File: src/rtl/mux_tree16.sv
// mux_tree16: 16:1 selector built as a mux2/mux4 tree, with a registered copy of the result.
// Latency: mux_out is combinational (0 cycles); mux_out_q/sel_q update 1 cycle after an enabled edge.
// Backpressure: none; en gates the output register, and a deasserted en holds the last value.
//
// Ports:
//   clk        - clock; all register updates on its rising edge
//   reset      - synchronous active-high clear of mux_out_q and sel_q (no effect on mux_out)
//   mux_in0..15- BUS_WIDTH-bit data candidates
//   sel        - 4-bit binary index of the selected candidate
//   en         - load enable for mux_out_q/sel_q
//   mux_out    - combinational selection mux_in[sel]
//   mux_out_q  - registered selection
//   sel_q      - sel captured together with mux_out_q

// Leaf cell: out = s ? in1 : in0
module mux_tree16_mux2 #(
  parameter int W = 4
) (
  input  logic [W-1:0] in0,
  input  logic [W-1:0] in1,
  input  logic         s,
  output logic [W-1:0] out
);
  assign out = s ? in1 : in0;
endmodule

// 4:1 from three mux2 cells: s[0] picks within each pair, s[1] between pairs.
module mux_tree16_mux4 #(
  parameter int W = 4
) (
  input  logic [W-1:0] in0,
  input  logic [W-1:0] in1,
  input  logic [W-1:0] in2,
  input  logic [W-1:0] in3,
  input  logic [1:0]   s,
  output logic [W-1:0] out
);
  logic [W-1:0] lo;
  logic [W-1:0] hi;

  mux_tree16_mux2 #(.W(W)) u_lo  (.in0(in0), .in1(in1), .s(s[0]), .out(lo));
  mux_tree16_mux2 #(.W(W)) u_hi  (.in0(in2), .in1(in3), .s(s[0]), .out(hi));
  mux_tree16_mux2 #(.W(W)) u_top (.in0(lo),  .in1(hi),  .s(s[1]), .out(out));
endmodule

// 16:1 from five mux4 cells. Candidate i sits at bits [i*W +: W] of din.
module mux_tree16_mux16 #(
  parameter int W = 4
) (
  input  logic [16*W-1:0] din,
  input  logic [3:0]      s,
  output logic [W-1:0]    out
);
  logic [W-1:0] grp [4];

  // First level: group g covers candidates 4g..4g+3, indexed by s[1:0].
  for (genvar g = 0; g < 4; g++) begin : g_lvl1
    mux_tree16_mux4 #(.W(W)) u_m4 (
      .in0(din[(4*g+0)*W +: W]),
      .in1(din[(4*g+1)*W +: W]),
      .in2(din[(4*g+2)*W +: W]),
      .in3(din[(4*g+3)*W +: W]),
      .s  (s[1:0]),
      .out(grp[g])
    );
  end

  // Second level picks the group with s[3:2].
  mux_tree16_mux4 #(.W(W)) u_lvl2 (
    .in0(grp[0]),
    .in1(grp[1]),
    .in2(grp[2]),
    .in3(grp[3]),
    .s  (s[3:2]),
    .out(out)
  );
endmodule

module mux_tree16 #(
  parameter int BUS_WIDTH = 4
) (
  input  logic                 clk,
  input  logic                 reset,
  input  logic [BUS_WIDTH-1:0] mux_in0,
  input  logic [BUS_WIDTH-1:0] mux_in1,
  input  logic [BUS_WIDTH-1:0] mux_in2,
  input  logic [BUS_WIDTH-1:0] mux_in3,
  input  logic [BUS_WIDTH-1:0] mux_in4,
  input  logic [BUS_WIDTH-1:0] mux_in5,
  input  logic [BUS_WIDTH-1:0] mux_in6,
  input  logic [BUS_WIDTH-1:0] mux_in7,
  input  logic [BUS_WIDTH-1:0] mux_in8,
  input  logic [BUS_WIDTH-1:0] mux_in9,
  input  logic [BUS_WIDTH-1:0] mux_in10,
  input  logic [BUS_WIDTH-1:0] mux_in11,
  input  logic [BUS_WIDTH-1:0] mux_in12,
  input  logic [BUS_WIDTH-1:0] mux_in13,
  input  logic [BUS_WIDTH-1:0] mux_in14,
  input  logic [BUS_WIDTH-1:0] mux_in15,
  input  logic [3:0]           sel,
  input  logic                 en,
  output logic [BUS_WIDTH-1:0] mux_out,
  output logic [BUS_WIDTH-1:0] mux_out_q,
  output logic [3:0]           sel_q
);
  // Candidate 0 lands in the least-significant slice, so sel maps directly to the slice index.
  logic [16*BUS_WIDTH-1:0] din;

  assign din = {mux_in15, mux_in14, mux_in13, mux_in12,
                mux_in11, mux_in10, mux_in9,  mux_in8,
                mux_in7,  mux_in6,  mux_in5,  mux_in4,
                mux_in3,  mux_in2,  mux_in1,  mux_in0};

  mux_tree16_mux16 #(.W(BUS_WIDTH)) u_tree (
    .din(din),
    .s  (sel),
    .out(mux_out)
  );

  // Reset takes priority over en; there is deliberately no asynchronous clear.
  always_ff @(posedge clk) begin
    if (reset) begin
      mux_out_q <= '0;
      sel_q     <= '0;
    end else if (en) begin
      mux_out_q <= mux_out;
      sel_q     <= sel;
    end
  end
endmodule

File: config.mk
export PLATFORM = sky130hd
export DESIGN_NAME = mux_tree16
export DESIGN_NICKNAME = d
export VERILOG_FILES = /design/src/rtl/mux_tree16.sv
export SDC_FILE = /design/constraint.sdc
export NUM_CORES = 1
export LEC_CHECK = 0
export BUFFER_PORTS_ARGS = -buffer_cell sky130_fd_sc_hd__buf_2
export CORE_MARGIN = 2
export CORE_UTILIZATION = 40
export CTS_CLUSTER_SIZE = 12
export DETAILED_ROUTE_END_ITERATION = 10
export PLACE_DENSITY = 0.87
export SLEW_MARGIN = 15
export SYNTH_ARGS = -nofsm -noshare
export SYNTH_HDL_FRONTEND = slang
export SYNTH_SLANG_ARGS = --single-unit
File: constraint.sdc
create_clock -name clk -period 3.3 [get_ports clk]
set_input_delay 0.66 -clock clk [delete_from_list [all_inputs] [get_ports clk]]
set_output_delay 0.66 -clock clk [all_outputs]
set_load 0.01 [all_outputs]
==> run_results.csv, run 1 <==
group,metric,value,unit
run_status,status,"finished, final reports clean",
finish,syn2layout_area_growth,38.9,%
placed_design,io_buffers,82,
power_and_ir_drop,ir_worst_vdd,0.136,mV
finish,final_cells,183,
setup_path,max_stage_delay,0.59,ns
clock_tree,post_cts_buffers,0,
sta,worst_pin_slew,0.459,ns
power_and_ir_drop,power.density,252,nW/um^2
yosys,synth_area,913,um^2
route,drc,0,
placed_design,dp_hpwl,2180,um
clock_tree,cts_tree,"done",
die,die_h,51.8,um
sta,finalSetupViolCount,0,
yosys,syn_area_per_cell,11.7,um^2
setup_path,crit_chain,"buf_2 > mux4_1 > mux2_2 > nand2_1 > nand2_1 > buf_2",
clock_tree,postCtsHoldBufs,0,
route,wl_met3,231,um
worst_hold_path,holdPathEnd,"mux_out_q[1]$_SDFFE_PP0P_",
clock_tree,clk_pin_slew,0.05,ns
route,wl_per_cell,13.9,um
sta,maxSlewViolCount,0,
die,coreArea,2190,um^2
setup_path,cp.arrival,2.11,ns
global_routing,grt_remaining_overflow,0,
die,die-area,2680,um^2
finish,drive_gt1_share,61.9,%
setup_path,r2r_cells,2,
yosys,synth.net_count,149,
die,placementRows,17,
die,io-pin-count,83,
finish,diodes,0,
global_routing,grtUsageTotal,21.0,%
route,drtIter0Drc,15,
setup_path,criticalPathCategory,"in2out",
setup_path,r2r-end,"mux_out_q[0]$_SDFFE_PP0P_",
worst_hold_path,hp-class,"reg2reg",
yosys,yosys_warnings,0,
global_routing,grt_pass1_vias,1052,
clock_tree,cts_buffer_depth,2,
global_routing,grt_max_degree,20,
sta,fmax,360,MHz
placed_design,place_inst,180,
route,drt_pass1_iterations,4,
setup_path,required,2.64,ns
route,ant_nets,0,
setup_path,crit_path_end_kind,"output port",
clock_tree,cts_buffers,3,
yosys,synthTopCellsByArea,"dfxtp_1 (18%), mux4_1 (17%), mux2i_1 (14%)",
setup_path,crit_buf_inv,2,
worst_hold_path,hold_depth,2,
sta,post-route-period-util,84.1,%
setup_path,slowest_stage,"mux4_1",
die,die_w,51.8,um
clock_tree,clock_sinks,8,
global_routing,grt_pass1_wl,4180,um
setup_path,cp_top_family,"multiplexers",
worst_hold_path,hold_start,"mux_out_q[1]$_SDFFE_PP0P_",
route,wl_met1,857,um
yosys,postSynthCellCount,78,
yosys,synth_top_area_share,17.5,%
route,detailroute.via_count,1001,
sta,tns,0,ns
clock_tree,h-tree-depth,1,
sta,relSlewSlack,69.4,%
finish,fillCellCount,204,
setup_path,r2r_setup_slack,2.58,ns
setup_path,reg2reg_from,"mux_out_q[0]$_SDFFE_PP0P_",
route,wl,2540,um
yosys,synth_cell_types,22,
route,post_drt_via_cell_ratio,5.47,
placed_design,gp_congestion,0.712,
power_and_ir_drop,p_leak,0.676,nW
sta,rsz0062_at_grt,"false",
setup_path,cp_max_fo,16,
global_routing,grt_antenna_before_repair,0,
yosys,synth_top_cell_by_area,"dfxtp_1",
setup_path,start_kind,"input port",
yosys,ys_seq_elements,8,
finish,nNetsFinal,228,
yosys,seq_area_frac_synth,17.5,%
clock_tree,cts_resized,0,
die,initial_core_util,41.7,%
route,dr_wl_met2,1380,um
clock_tree,clkLatencyLatePin,0.25,ns
flow_run,drv_cap,0,
route,top_layer,"met4",
sta,hold_viol,0,
sta,period_needed,2.77,ns
clock_tree,cts-root-buf,"clkbuf_4",
sta,finClkSkew,0,ns
[tightest hold or removal path, stage by stage (launching register included)]
cell      delay, ns
dfxtp_1        0.30
nor2_1         0.08
a311oi_1       0.05
[cells in the mapped netlist]
cell	count
mux4_1	6
a311oi_2	1
nor2b_1	1
nor2_1	8
clkbuf_8	1
a311oi_1	3
inv_1	2
and2_4	1
buf_8	1
o21ai_1	2
buf_6	3
clkdlybuf4s25_2	1
a311o_1	1
o22ai_1	1
nand2_1	8
dfxtp_1	8
mux2_2	4
mux4_2	5
buf_12	2
mux2i_1	13
a221oi_1	4
o21ai_0	2
[per-stage QoR]
| step | total power, W | cell area, um^2 | hold WS [ns] | util, % | worst slack, ns |
|---|---|---|---|---|---|
| after floorplan | 0.000200 | 913 | 0.503 | - | 0.913 |
| after global placement | 0.000246 | 1250 | 0.470 | 56.9 | 0.541 |
| after detailed placement | 0.000251 | 1250 | 0.478 | 56.9 | 0.519 |
| after CTS | 0.000323 | 1270 | 0.484 | 57.9 | 0.514 |
| after global routing | 0.000345 | 1270 | 0.516 | 57.9 | 0.428 |
| final | 0.000320 | 1270 | 0.485 | 57.9 | 0.525 |
[how the worst max path moves through the flow]
stage	endpoint	cells past startpoint	slack, ns	start
2_1_floorplan	mux_out[0]	5	0.91	sel[1]
3_3_place_gp	mux_out[2]	6	0.54	sel[2]
3_5_place_dp	mux_out[2]	6	0.52	sel[2]
4_1_cts	mux_out[2]	6	0.51	sel[2]
5_1_grt	mux_out[3]	5	0.43	sel[0]
6_report	mux_out[2]	6	0.53	sel[2]
[kinds of logic after synthesis]
kind of cell / Yosys count / share of synthesized area, %
simple gates: 18 / 8.22
compound gates: 14 / 12.3
buf+inv: 10 / 13.2
mux: 28 / 48.8
flops: 8 / 17.5
[where the power goes]
group	total [W]	switching, W	internal (W)
registers	0.000108	0.00000373	0.000104
logic	0.000140	0.0000598	0.0000806
clock network	0.0000716	0.0000302	0.0000414
total	0.000320	0.0000938	0.000226
[registers in the layout (all words and copies together), names as in the netlist]
register / cells
mux_out_q: 4
sel_q: 4
[area by class of cell]
type,instances,area [um^2],area share (%)
clock buffers,3,22.5,1.78
inverters,2,7.51,0.592
multi-input cells,60,633,49.9
flip-flops and latches,8,160,12.6
well taps,28,35.0,2.76
repair buffers,82,410,32.3
[layer usage]
| layer | vias up | global-route usage [%] |
|---|---|---|
| met2 | 63 | 40.4 |
| li1 | 473 | - |
| met3 | 10 | 3.74 |
| met5 | - | 0 |
| met4 | 0 | 14.0 |
| met1 | 455 | 20.0 |
[cell usage in the layout, fill, tap and decap left out, drive strengths merged]
| cell type | n |
|---|---|
| nor2 | 8 |
| dfxtp | 8 |
| nand2 | 8 |
| inv | 2 |
| mux2 | 4 |
| a311oi | 4 |
| a311o | 1 |
| o21ai | 4 |
| mux2i | 13 |
| and2 | 1 |
| o22ai | 1 |
| a221oi | 4 |
| buf | 82 |
| clkbuf | 3 |
| nor2b | 1 |
| mux4 | 11 |
Power figures use the tool's default switching activity.
==> inputs of run 2 (changes only) <==
--- a/config.mk
+++ b/config.mk
@@ -5,12 +5,13 @@
 export SDC_FILE = /design/constraint.sdc
 export NUM_CORES = 1
 export LEC_CHECK = 0
+export ABC_AREA = 1
 export BUFFER_PORTS_ARGS = -buffer_cell sky130_fd_sc_hd__buf_2
 export CORE_MARGIN = 2
 export CORE_UTILIZATION = 40
 export CTS_CLUSTER_SIZE = 12
 export DETAILED_ROUTE_END_ITERATION = 10
-export PLACE_DENSITY = 0.87
+export PLACE_DENSITY = 0.82
 export SLEW_MARGIN = 15
 export SYNTH_ARGS = -nofsm -noshare
 export SYNTH_HDL_FRONTEND = slang
==> constraint.sdc (replaced) <==
create_clock -name clk -period 2.8 [get_ports clk]
set_input_delay 0.56 -clock clk [delete_from_list [all_inputs] [get_ports clk]]
set_output_delay 0.56 -clock clk [all_outputs]
set_load 0.01 [all_outputs]
==> run 2 against run 1 <==
Effect of this change:
- combinational power up 40%
- area after synthesis grew 22%
- worst setup slack improved by 0.0016 ns
- worst hold slack got worse by 0.0082 ns
- synthesized cell count increased to 2.9 times the previous value
- critical path depth up 2
- largest cell class unchanged
- sequential power grew 18%
- highest routed layer is now met3
==> run_results.csv, run 2 <==
group,metric,value,unit
setup_path,cp_common_cell,"nand3_1",
finish,nNetsFinal,371,
yosys,postSynthCellCount,226,
power_and_ir_drop,p_clk_share,21.5,%
finish,final_common_cell,"nand2_1",
global_routing,grtUsageTotal,21.0,%
yosys,synthTopCellsByArea,"nand2_1 (35%), nand3_1 (20%), dfxtp_1 (14%)",
die,initial_core_util,41.2,%
finish,syn2layout_area_growth,32.8,%
sta,finClkSkew,0,ns
global_routing,grt_remaining_overflow,0,
yosys,synth_cell_types,14,
power_and_ir_drop,seqPwrFrac,30.9,%
clock_tree,clock_sinks,8,
setup_path,required,2.24,ns
setup_path,cp_max_fo,21,
clock_tree,cts_tree,"done",
route,drc,0,
setup_path,start_kind,"input port",
yosys,synthFlopType,"dfxtp_1",
clock_tree,cts-root-buf,"clkbuf_4",
clock_tree,cts_buffer_depth,2,
setup_path,cp_top_family,"buffers and inverters",
sta,post-route-period-util,81.2,%
setup_path,r2r_setup_slack,2.09,ns
clock_tree,postCtsHoldBufs,0,
yosys,synth.net_count,297,
sta,fmax,440,MHz
route,wl_per_cell,10.3,um
setup_path,crit_path_end_kind,"output port",
yosys,synth_top_cell_by_area,"nand2_1",
finish,reg_top3,"mux_out_q (4), sel_q (4)",
yosys,syn_area_per_cell,4.94,um^2
yosys,synth_area,1120,um^2
clock_tree,h-tree-depth,1,
placed_design,placed_cell_area,1460,um^2
clock_tree,post_cts_buffers,0,
setup_path,crit_chain,"buf_2 > buf_4 > nand2_1 > nand3_1 > nand3_1 > nand3_1 > nand2_1 > buf_2",
route,top_layer,"met3",
finish,post-route-util,54.7,%
power_and_ir_drop,power.density,278,nW/um^2
die,die_w,56.8,um
clock_tree,cts_resized,0,
yosys,ys_seq_elements,8,
setup_path,crit_buf_inv,3,
setup_path,r2r_cells,4,
power_and_ir_drop,combPwrFrac,47.6,%
power_and_ir_drop,ir_worst_vdd,0.294,mV
power_and_ir_drop,p_int,0.000258,W
clock_tree,clkLatencyLatePin,0.25,ns
finish,final_cells,329,
run_status,status,"finished, final reports clean",
route,post_drt_via_cell_ratio,4.68,
setup_path,r2r-end,"mux_out_q[1]$_SDFFE_PP0P_",
die,placementRows,19,
setup_path,slowest_stage,"buf_2",
setup_path,max_stage_delay,0.32,ns
sta,finalSetupViolCount,0,
sta,maxSlewViolCount,0,
placed_design,place_inst,326,
global_routing,grt_pass1_wl,5600,um
power_and_ir_drop,switching_share,37.3,%
setup_path,cp.arrival,1.71,ns
worst_hold_path,hp-class,"reg2reg",
sta,worst_pin_slew,0.380,ns
placed_design,io_buffers,82,
global_routing,grt_max_degree,34,
route,detailroute.via_count,1540,
die,die-area,3230,um^2
finish,fillCellCount,293,
sta,period_needed,2.27,ns
route,wl_met3,304,um
yosys,synth_top_area_share,35.0,%
global_routing,grt_pass1_vias,1328,
yosys,synth-edff-count,0,
finish,final_area,1480,um^2
yosys,synth_most_common_cell,"nand2_1",
route,drtIter0Drc,115,
yosys,async_flop_share,0,%
sta,rsz0062_at_grt,"false",
clock_tree,clk_pin_slew,0.06,ns
yosys,seq_area_frac_synth,14.3,%
die,io-pin-count,83,
setup_path,critPathLaunch,"sel[0]",
die,coreArea,2710,um^2
power_and_ir_drop,p_switching,0.000153,W
sta,relSlewSlack,74.7,%
worst_hold_path,hold_depth,2,
finish,diodes,0,
route,ant_nets,0,
worst_hold_path,holdPathEnd,"sel_q[1]$_SDFFE_PP0P_",
finish,drive_gt1_share,29.5,%
finish,final_cell_mix,"nand2_1 (104), buf_2 (82), nand3_1 (44)",
clock_tree,cts_buffers,3,
route,drt_pass1_iterations,4,
flow_run,drv_cap,0,
route,wl_met1,1510,um
yosys,ys_top_cells_by_count,"nand2_1 (104), nand3_1 (44), inv_1 (37)",
sta,tns,0,ns
worst_hold_path,hold_start,"sel_q[1]$_SDFFE_PP0P_",
placed_design,dp_hpwl,2580,um
power_and_ir_drop,p_leak,1.02,nW
die,die_h,56.8,um
route,wl,3400,um
sta,hold_viol,0,
setup_path,criticalPathCategory,"in2out",
global_routing,grt_antenna_before_repair,0,
route,dr_wl_met2,1590,um
setup_path,reg2reg_from,"mux_out_q[1]$_SDFFE_PP0P_",
placed_design,gp_congestion,0.846,
yosys,yosys_warnings,0,
run 2: cell count changes after synthesis, moves of 5 or more:
| cell | before | now |
|---|---|---|
| nand2_1 | 8 | 104 |
| nand3_1 | 0 | 44 |
| mux2i_1 | 13 | 0 |
| mux4_1 | 6 | 0 |
| inv_1 | 2 | 37 |
| mux4_2 | 5 | 0 |
run 2: power groups by stage:
stage	Combinational (W)	Clock, W	Sequential [W]
2_1_floorplan	0.000120	0	0.000133
3_3_place_gp	0.000192	0	0.000129
3_5_place_dp	0.000194	0	0.000129
4_1_cts	0.000196	0.0000914	0.000127
5_1_grt	0.000224	0.0000970	0.000128
6_report	0.000196	0.0000886	0.000127
run 2: logic make-up after synthesis:
family / share of synthesized area [%]
AOI/OAI and AO/OA: 2.69
buffers and inverters: 24.2
DFF: 14.3
and+or+nand+nor: 58.7
run 2: worst max-delay path by stage:
stage | endpoint | slack (ns) | depth (start not counted)
after floorplan | mux_out[0] | 1.01 | 9
after global placement | mux_out[1] | 0.54 | 8
after detailed placement | mux_out[1] | 0.53 | 8
after CTS | mux_out[1] | 0.53 | 8
after global routing | mux_out[1] | 0.35 | 8
final | mux_out[1] | 0.53 | 8
run 2: metal layers:
| metal | vias up | track usage [%] |
|---|---|---|
| met1 | 640 | 28.9 |
| met2 | 77 | 35.7 |
| met5 | - | 0 |
| li1 | 823 | - |
| met3 | 0 | 2.76 |
| met4 | 0 | 2.99 |
run 2: through the flow:
stage / setup WS [ns] / hold WS (ns) / power, W
final: 0.527 / 0.477 / 0.000412
after global routing: 0.352 / 0.535 / 0.000449
after CTS: 0.529 / 0.477 / 0.000414
after detailed placement: 0.531 / 0.472 / 0.000323
after global placement: 0.544 / 0.469 / 0.000321
after floorplan: 1.01 / 0.498 / 0.000253
run 2: tightest hold or removal path: stages (launching register included):
cell and delay, ns:
dfxtp_1 0.31, nor2_1 0.08, a211oi_1 0.05
run 2: layout make-up:
class | count | area (um^2) | share of cell area, %
clock buffers | 3 | 22.5 | 1.52
inverters | 40 | 158 | 10.6
multi-input cells | 164 | 686 | 46.2
flip-flops and latches | 8 | 160 | 10.8
well taps | 31 | 38.8 | 2.62
repair buffers | 83 | 418 | 28.2
==> inputs of run 3 (changes only) <==
==> constraint.sdc (replaced) <==
create_clock -name clk -period 2.22 [get_ports clk]
set_input_delay 0.444 -clock clk [delete_from_list [all_inputs] [get_ports clk]]
set_output_delay 0.444 -clock clk [all_outputs]
set_load 0.01 [all_outputs]
==> run 3 against run 2 <==
Effect of this change:
- wire length fell by 5.8%
- register-to-register slack worse by 0.55 ns
- non-clock buffer count unchanged
- clock skew unchanged
- core utilization increased by 0.46 points
- sequential share of layout area is 0.090 points lower
- worst setup slack lost 0.14 ns
- via count decreased by 0.45%
- final area grew 0.84%
- combinational power up 26%
- sequential cell count stayed put
- largest power group unchanged
==> run_results.csv, run 3 (synthesis gave the netlist of run 2 again) <==
group,metric,value,unit
clock_tree,postCtsHoldBufs,0,
route,drc,0,
power_and_ir_drop,power.density,345,nW/um^2
sta,worst_pin_slew,0.318,ns
setup_path,reg2reg_from,"sel_q[2]$_SDFFE_PP0P_",
finish,nNetsFinal,371,
setup_path,required,1.78,ns
setup_path,crit_path_end_kind,"output port",
route,wl_per_cell,9.74,um
die,die_h,56.8,um
power_and_ir_drop,p_leak,1.02,nW
finish,final_cell_mix,"nand2_1 (104), buf_2 (82), nand3_1 (44)",
route,drt_pass1_iterations,4,
setup_path,cp_max_fo,33,
worst_hold_path,hp-class,"in2reg",
sta,final.setup.worst_slack,0.391,ns
power_and_ir_drop,ir_worst_vdd,0.394,mV
clock_tree,clock_sinks,8,
clock_tree,cts_buffers,3,
global_routing,grt_pass1_wl,5270,um
clock_tree,cts-root-buf,"clkbuf_4",
clock_tree,h-tree-depth,1,
global_routing,grt_antenna_before_repair,0,
finish,final_common_cell,"nand2_1",
finish,reg_top3,"mux_out_q (4), sel_q (4)",
placed_design,pre_cts_ws,0.396,ns
clock_tree,cts_resized,0,
setup_path,r2r_cells,2,
sta,finClkSkew,0,ns
flow_run,drv_cap,0,
power_and_ir_drop,switching_share,36.4,%
global_routing,grt_remaining_overflow,0,
sta,hold_viol,0,
clock_tree,cts_tree,"done",
route,drtIter0Drc,84,
clock_tree,clkLatencyLatePin,0.25,ns
power_and_ir_drop,seqPwrFrac,31.0,%
placed_design,io_buffers,82,
clock_tree,post_cts_buffers,0,
placed_design,dp_hpwl,2580,um
setup_path,r2r-end,"sel_q[2]$_SDFFE_PP0P_",
setup_path,r2r_setup_slack,1.54,ns
finish,diodes,0,
setup_path,start_kind,"input port",
die,die-area,3230,um^2
worst_hold_path,holdPathEnd,"sel_q[0]$_SDFFE_PP0P_",
setup_path,criticalPathCategory,"in2out",
route,wl,3200,um
global_routing,grt_max_degree,34,
power_and_ir_drop,p_int,0.000328,W
sta,tns,0,ns
route,post_drt_via_cell_ratio,4.66,
sta,relSlewSlack,78.8,%
clock_tree,cts_buffer_depth,2,
sta,finalSetupViolCount,0,
sta,period_needed,1.83,ns
die,die_w,56.8,um
sta,maxSlewViolCount,0,
worst_hold_path,hold_start,"reset",
run_status,status,"finished, final reports clean",
worst_hold_path,hold_depth,2,
finish,drive_gt1_share,29.5,%
route,detailroute.via_count,1533,
die,initial_core_util,41.2,%
sta,post-route-period-util,82.4,%
finish,syn2layout_area_growth,34.0,%
setup_path,cp.arrival,1.39,ns
die,io-pin-count,83,
global_routing,grtUsageTotal,19.9,%
power_and_ir_drop,p_clk_share,21.0,%
die,coreArea,2710,um^2
route,ant_nets,0,
die,placementRows,19,
power_and_ir_drop,combPwrFrac,48.0,%
sta,fmax,547,MHz
power_and_ir_drop,p_switching,0.000188,W
placed_design,gp_congestion,0.806,
global_routing,grt_pass1_vias,1305,
sta,rsz0062_at_grt,"false",
clock_tree,clk_pin_slew,0.05,ns
run 3: cell counts in the layout (fill, tap and decap cells not counted):
Identical to the previous run, type by type.
run 3: layout make-up:
type | instances | area [um^2]
Sequential cell | 8 | 160
Fill cell | 311 | 1210
Clock buffer | 3 | 22.5
Multi-Input combinational cell | 164 | 686
Tap cell | 31 | 38.8
Timing Repair Buffer | 83 | 430
Inverter | 40 | 158
run 3: critical path, cell delays in order:
cell and delay, ns:
buf_2 0.14, inv_6 0.19, nand2_1 0.09, nand2_1 0.09, nand2_1 0.06, nand3_1 0.06, nand3_1 0.11, nand2_1 0.09
buf_2 0.12
run 3: power by group through the flow:
stage               logic [W]  clock network, W  registers (W)
floorplan            0.000151                 0       0.000168
global placement     0.000247                 0       0.000163
detailed placement   0.000247                 0       0.000163
CTS                  0.000249          0.000112       0.000160
global route         0.000282          0.000119       0.000161
finish               0.000247          0.000108       0.000160
run 3: worst max-delay path by stage:
| stage | start | to | depth (start not counted) |
|---|---|---|---|
| 4_1_cts | sel[1] | mux_out[0] | 7 |
| 5_1_grt | sel[0] | mux_out[1] | 9 |
| 2_1_floorplan | sel[0] | mux_out[0] | 9 |
| 6_report | sel[0] | mux_out[3] | 9 |
| 3_5_place_dp | sel[0] | mux_out[3] | 9 |
| 3_3_place_gp | sel[0] | mux_out[0] | 9 |
run 3: routing by layer:
layer	part of all wire [%]	global-route usage, %	vias up
met5	0	0	-
met4	0.50	2.99	0
met3	9.9	4.15	2
met2	47	36.0	71
met1	42	24.6	637
li1	-	-	823
run 3: metrics by stage:
stage / total power, W / std cells / hold WS [ns] / area [um^2] / util (%)
after floorplan: 0.000319 / 226 / 0.498 / 1120 / -
after global placement: 0.000409 / 326 / 0.468 / 1470 / 54.3
after detailed placement: 0.000410 / 326 / 0.470 / 1470 / 54.3
after CTS: 0.000521 / 329 / 0.463 / 1500 / 55.2
after global routing: 0.000562 / 329 / 0.474 / 1500 / 55.2
final: 0.000516 / 329 / 0.472 / 1500 / 55.2
